==> config.mk <==
export PLATFORM = sky130hd
export DESIGN_NAME = crp16_mem_arbiter
export DESIGN_NICKNAME = d
export VERILOG_FILES = /design/src/rtl/crp16_mem_arbiter.sv
export SDC_FILE = /design/constraint.sdc
export NUM_CORES = 1
export LEC_CHECK = 0
export CAP_MARGIN = 25
export CORE_MARGIN = 2
export CORE_UTILIZATION = 25
export CTS_CLUSTER_SIZE = 16
export DETAILED_ROUTE_END_ITERATION = 8
export GPL_TIMING_DRIVEN = 0
export HOLD_SLACK_MARGIN = 0.12
export PLACE_DENSITY_LB_ADDON = 0.3
export SYNTH_ARGS = -nofsm -noshare
export SYNTH_HDL_FRONTEND = slang
export SYNTH_SLANG_ARGS = --single-unit
==> constraint.sdc <==
create_clock -name clock -period 2.7 [get_ports clock]
set_input_delay 0.27 -clock clock [delete_from_list [all_inputs] [get_ports clock]]
set_output_delay 0.27 -clock clock [all_outputs]
set_load 0.02 [all_outputs]
==> src/rtl/crp16_mem_arbiter.sv <==
// crp16_mem_arbiter: two-master round-robin arbiter sharing one dual_mem port
// Ports: clock, reset (async active-low); m0_*/m1_* requesters (req, wren, addr, wdata in;
// gnt, rvalid, rdata out); mem_address/mem_data/mem_wren registered memory drive; mem_q read data.
module crp16_mem_arbiter #(
  parameter int ADDR_W = 16,
  parameter int DATA_W = 16,
  parameter int READ_LAT = 1
) (
  input  logic              clock,
  input  logic              reset,
  input  logic              m0_req,
  input  logic              m0_wren,
  input  logic [ADDR_W-1:0] m0_addr,
  input  logic [DATA_W-1:0] m0_wdata,
  output logic              m0_gnt,
  output logic              m0_rvalid,
  output logic [DATA_W-1:0] m0_rdata,
  input  logic              m1_req,
  input  logic              m1_wren,
  input  logic [ADDR_W-1:0] m1_addr,
  input  logic [DATA_W-1:0] m1_wdata,
  output logic              m1_gnt,
  output logic              m1_rvalid,
  output logic [DATA_W-1:0] m1_rdata,
  output logic [ADDR_W-1:0] mem_address,
  output logic [DATA_W-1:0] mem_data,
  output logic              mem_wren,
  input  logic [DATA_W-1:0] mem_q
);
  typedef enum logic [1:0] {IDLE, ACCESS, RWAIT} state_t;
  localparam logic [1:0] LAT_M1 = 2'(READ_LAT - 1);
  state_t state, state_nx;
  logic ptr, ptr_nx, win, win_nx, rd, rd_nx, pick;
  logic [1:0] cnt, cnt_nx;
  logic [ADDR_W-1:0] address_nx;
  logic [DATA_W-1:0] data_nx, rdata0_nx, rdata1_nx;
  logic wren_nx, gnt0_nx, gnt1_nx, rvalid0_nx, rvalid1_nx;
  // pick=1 selects master 1; the pointer only matters when both request
  assign pick = (m0_req & m1_req) ? ptr : m1_req;
  always_comb begin
    state_nx = state;
    ptr_nx = ptr;
    win_nx = win;
    rd_nx = rd;
    cnt_nx = cnt;
    address_nx = mem_address;
    data_nx = mem_data;
    wren_nx = mem_wren;
    gnt0_nx = 1'b0;
    gnt1_nx = 1'b0;
    rvalid0_nx = 1'b0;
    rvalid1_nx = 1'b0;
    rdata0_nx = m0_rdata;
    rdata1_nx = m1_rdata;
    case (state)
      IDLE: begin
        wren_nx = 1'b0;
        if (m0_req | m1_req) begin
          state_nx = ACCESS;
          win_nx = pick;
          ptr_nx = ~pick;
          rd_nx = ~(pick ? m1_wren : m0_wren);
          address_nx = pick ? m1_addr : m0_addr;
          data_nx = pick ? m1_wdata : m0_wdata;
          wren_nx = pick ? m1_wren : m0_wren;
          gnt0_nx = ~pick;
          gnt1_nx = pick;
        end
      end
      ACCESS: begin
        wren_nx = 1'b0;
        cnt_nx = LAT_M1;
        state_nx = rd ? RWAIT : IDLE;
      end
      RWAIT: begin
        if (cnt == 2'd0) begin
          state_nx = IDLE;
          rvalid0_nx = ~win;
          rvalid1_nx = win;
          rdata0_nx = win ? m0_rdata : mem_q;
          rdata1_nx = win ? mem_q : m1_rdata;
        end else begin
          cnt_nx = cnt - 2'd1;
        end
      end
      default: state_nx = IDLE;
    endcase
  end
  always_ff @(posedge clock or negedge reset) begin
    if (!reset) begin
      state <= IDLE;
      ptr <= 1'b0;
      win <= 1'b0;
      rd <= 1'b0;
      cnt <= 2'd0;
      mem_address <= '0;
      mem_data <= '0;
      mem_wren <= 1'b0;
      m0_gnt <= 1'b0;
      m1_gnt <= 1'b0;
      m0_rvalid <= 1'b0;
      m1_rvalid <= 1'b0;
      m0_rdata <= '0;
      m1_rdata <= '0;
    end else begin
      state <= state_nx;
      ptr <= ptr_nx;
      win <= win_nx;
      rd <= rd_nx;
      cnt <= cnt_nx;
      mem_address <= address_nx;
      mem_data <= data_nx;
      mem_wren <= wren_nx;
      m0_gnt <= gnt0_nx;
      m1_gnt <= gnt1_nx;
      m0_rvalid <= rvalid0_nx;
      m1_rvalid <= rvalid1_nx;
      m0_rdata <= rdata0_nx;
      m1_rdata <= rdata1_nx;
    end
  end
endmodule

==> flow_summary.toml <==
[critical_path]
endpoint_kind = "register"
worstPathMaxFanout = 10
path_delay_family = "simple AND/OR/NAND/NOR gates"
r2r_cells = 6
worst_path_max_delay_cell = "dfrtp_1"
r2r_slack_ps = 780
cp.required_ps = 2920
path_cells = "inv_1, ha_1, nand2_1, nor3_4, buf_6, mux2_2"
cp.arrival_ps = 2140
cpPeakStageDelay_ps = 410
start_kind = "register"
critPathKind = "register to register"
path_buf_inv = 2
crit_cells = 6
r2r_start = "cnt[0]$_DFFE_PN0P_"
r2r_end = "m0_rdata[11]$_DFFE_PN0P_"

[floorplanning]
die_area_um2 = 14200
initial_core_util_pct = 25.4
core-area_um2 = 13100
rows = 42
pin_count = 155
die_y_um = 119
die_width_um = 119

[placement]
io_buffers = 154
place_hpwl_um = 7540
gp_congestion = 0.765
dp_slack_ps = 679

[clock_tree]
cts_htree_levels = 3
cts.sinks = 76
numCtsBuffers = 9
cts_root_buf = "clkbuf_16"
clock_path_buffers = 2
cts_tree = "done"
cts_resized = 0
cts.clk_slew.worst_paths_ps = 60
clk_latency_ps = 340

[sta]
layout_setup_ws_ps = 777
max-slew-margin-rel_pct = 66.1
setup-violations-final = 0
grt_setup_unrepaired = "no"
period_share_pct = 71.2
finClkSkew_ps = 4.87
finalHoldViolCount = 0
clock.fmax_ghz = 0.520
tns_ps = 0
drv_slew = 0
worstMarginPinSlew_ps = 508
min_period_ps = 1920

[power]
total_power_mw = 6.46
power_density_nw_per_um2 = 1180
peakVddDrop_v = 0.000424
leakagePower_nw = 2.16

[synthesis]
ys_warn_count = 0
async_flop_share_pct = 100
netlist_instances = 301
syn-cell-area_um2 = 3320
synth_cell_type_count = 32
synthesis.nets = 388
avgSynthCellArea_um2 = 11.0
yosys_most_used_dff = "dfrtp_1"
yosysTopAreaCell = "dfrtp_1"
synthTopCellsByArea = "dfrtp_1 57%, mux2_2 11%, a31oi_1 6.0%, o21ai_0 5.4%, a21oi_1 5.0%"
ys_ff_latch = 76
synth_edf_count = 0
synth_most_common_cell = "dfrtp_1"
yosysSeqAreaShare_pct = 57.3
synth_commonest_cells = "76 x dfrtp_1, 36 x o21ai_0, 33 x a21oi_1"
synth_top_area_share_pct = 57.3

[min_path]
hp-class = "primary input to async pin"

[route]
wl_per_cell_um = 16.0
vias_per_cell = 4.77
drt_iter0_markers = 140
drt-total-wl_um = 10400
drt.antenna.violating_nets = 0
dr.pass1.iters = 4
vias = 3098
drc = 0

[global_route]
grtUsageMet1_pct = 19.0
antenna_found_initial = 0
gr-usage-met3_pct = 4.79
grt_pass1_vias = 3178
grt_usage_pct = 15.1
grt-ovfl-total = 0
grt_use_met2_pct = 24.1
grt_max_degree = 47
grt_pass1_wl_um = 16800
gr-max-usage-layer = "met2"

[final_layout]
drive_above_1_share_pct = 14.0
fillers = 1251
multi_input_area_um2 = 1270
syn2layout_area_growth_pct = 64.3
register_area_um2 = 1900
nNetsFinal = 555
num_antenna_cells = 0

[job]
drv_cap = 0

[status]
status = "completed"
[cell usage in the layout (no fill, tap or decap), types with 2 or more instances in the layout]
cell and count:
nand3_1 32, a21o_1 2, a21oi_1 33, bufinv_16 2
dfrtp_1 76, o31ai_1 2, buf_2 8, mux2_2 32
buf_4 4, nor3_1 2, clkdlybuf4s50_1 153, inv_1 4
nand2b_1 2, clkbuf_8 3, clkbuf_1 17, o21ai_0 36
nand2_1 3, clkbuf_16 9, a22o_1 2, a31oi_1 32
[power breakdown]
group	switching, mW	internal (mW)
clock network	0.483	0.886
registers	0.285	1.69
logic	1.60	1.51
[worst max path at each step]
stage,from,end,slack [ps]
after floorplan,cnt[0]$_DFFE_PN0P_,m0_rdata[10]$_DFFE_PN0P_,1040
after global placement,reset,mem_data[10]$_DFFE_PN0P_,-1350
after detailed placement,m0_req,mem_data[3]$_DFFE_PN0P_,680
after CTS,cnt[0]$_DFFE_PN0P_,m0_rdata[8]$_DFFE_PN0P_,730
after global routing,cnt[0]$_DFFE_PN0P_,m0_rdata[6]$_DFFE_PN0P_,640
final,cnt[0]$_DFFE_PN0P_,m0_rdata[11]$_DFFE_PN0P_,780
[cells by family (layout without fill, tap and decap cells)]
| kind of cell | count (synthesis) | count (layout) | share of synthesized area (%) |
|---|---|---|---|
| muxes | 32 | 32 | 10.8 |
| adders and majority gates | 1 | 1 | 0.377 |
| buffers and inverters | 33 | 205 | 4.59 |
| and+or+nand+nor | 50 | 50 | 8.55 |
| AOI/OAI and AO/OA | 109 | 109 | 18.4 |
| DFF | 76 | 76 | 57.3 |
[flip-flops by register name, summed over array words and instances, names as in the netlist]
| signal | flops |
|---|---|
| rd | 1 |
| mem_wren | 1 |
| m0_rvalid | 1 |
| m1_rvalid | 1 |
| mem_data | 16 |
| cnt | 2 |
| m0_rdata | 16 |
| ptr | 1 |
| m0_gnt | 1 |
| state | 2 |
| mem_address | 16 |
| win | 1 |
| m1_rdata | 16 |
| m1_gnt | 1 |
[per-stage QoR]
| step | hold WS (ps) | utilization (%) | instance area [um2] | std cells |
|---|---|---|---|---|
| after detailed placement | 242 | 39.0 | 5110 | 632 |
| after global routing | 467 | 41.7 | 5460 | 649 |
| after CTS | 443 | 41.7 | 5460 | 649 |
| after floorplan | -25.6 | - | 3320 | 301 |
| final | 428 | 41.7 | 5460 | 649 |
| after global placement | 487 | 38.9 | 5080 | 631 |
[repair_timing]
| item | CTS | global route |
|---|---|---|
| buffers inserted | 0 | 0 |
| hold buffers | 1 | 0 |
| endpoints found under the setup margin | 0 | 0 |
| endpoints found under the hold margin | 30 | 0 |
[metal layers]
metal	share of wire (%)	vias to the layer above
li1	-	1448
met3	9.0	12
met4	1.5	0
met1	43	1492
met5	0	-
met2	46	146
[area by class of cell]
| cell class | instances | share of cell area (%) |
|---|---|---|
| Tap cell | 176 | 4.04 |
| Clock inverter | 3 | 1.24 |
| Buffer | 28 | 2.45 |
| Clock buffer | 13 | 4.95 |
| Timing Repair Buffer | 156 | 28.9 |
| Sequential cell | 76 | 34.9 |
| Multi-Input combinational cell | 192 | 23.2 |
| Inverter | 5 | 0.344 |
(Power assumes the default switching activity.)
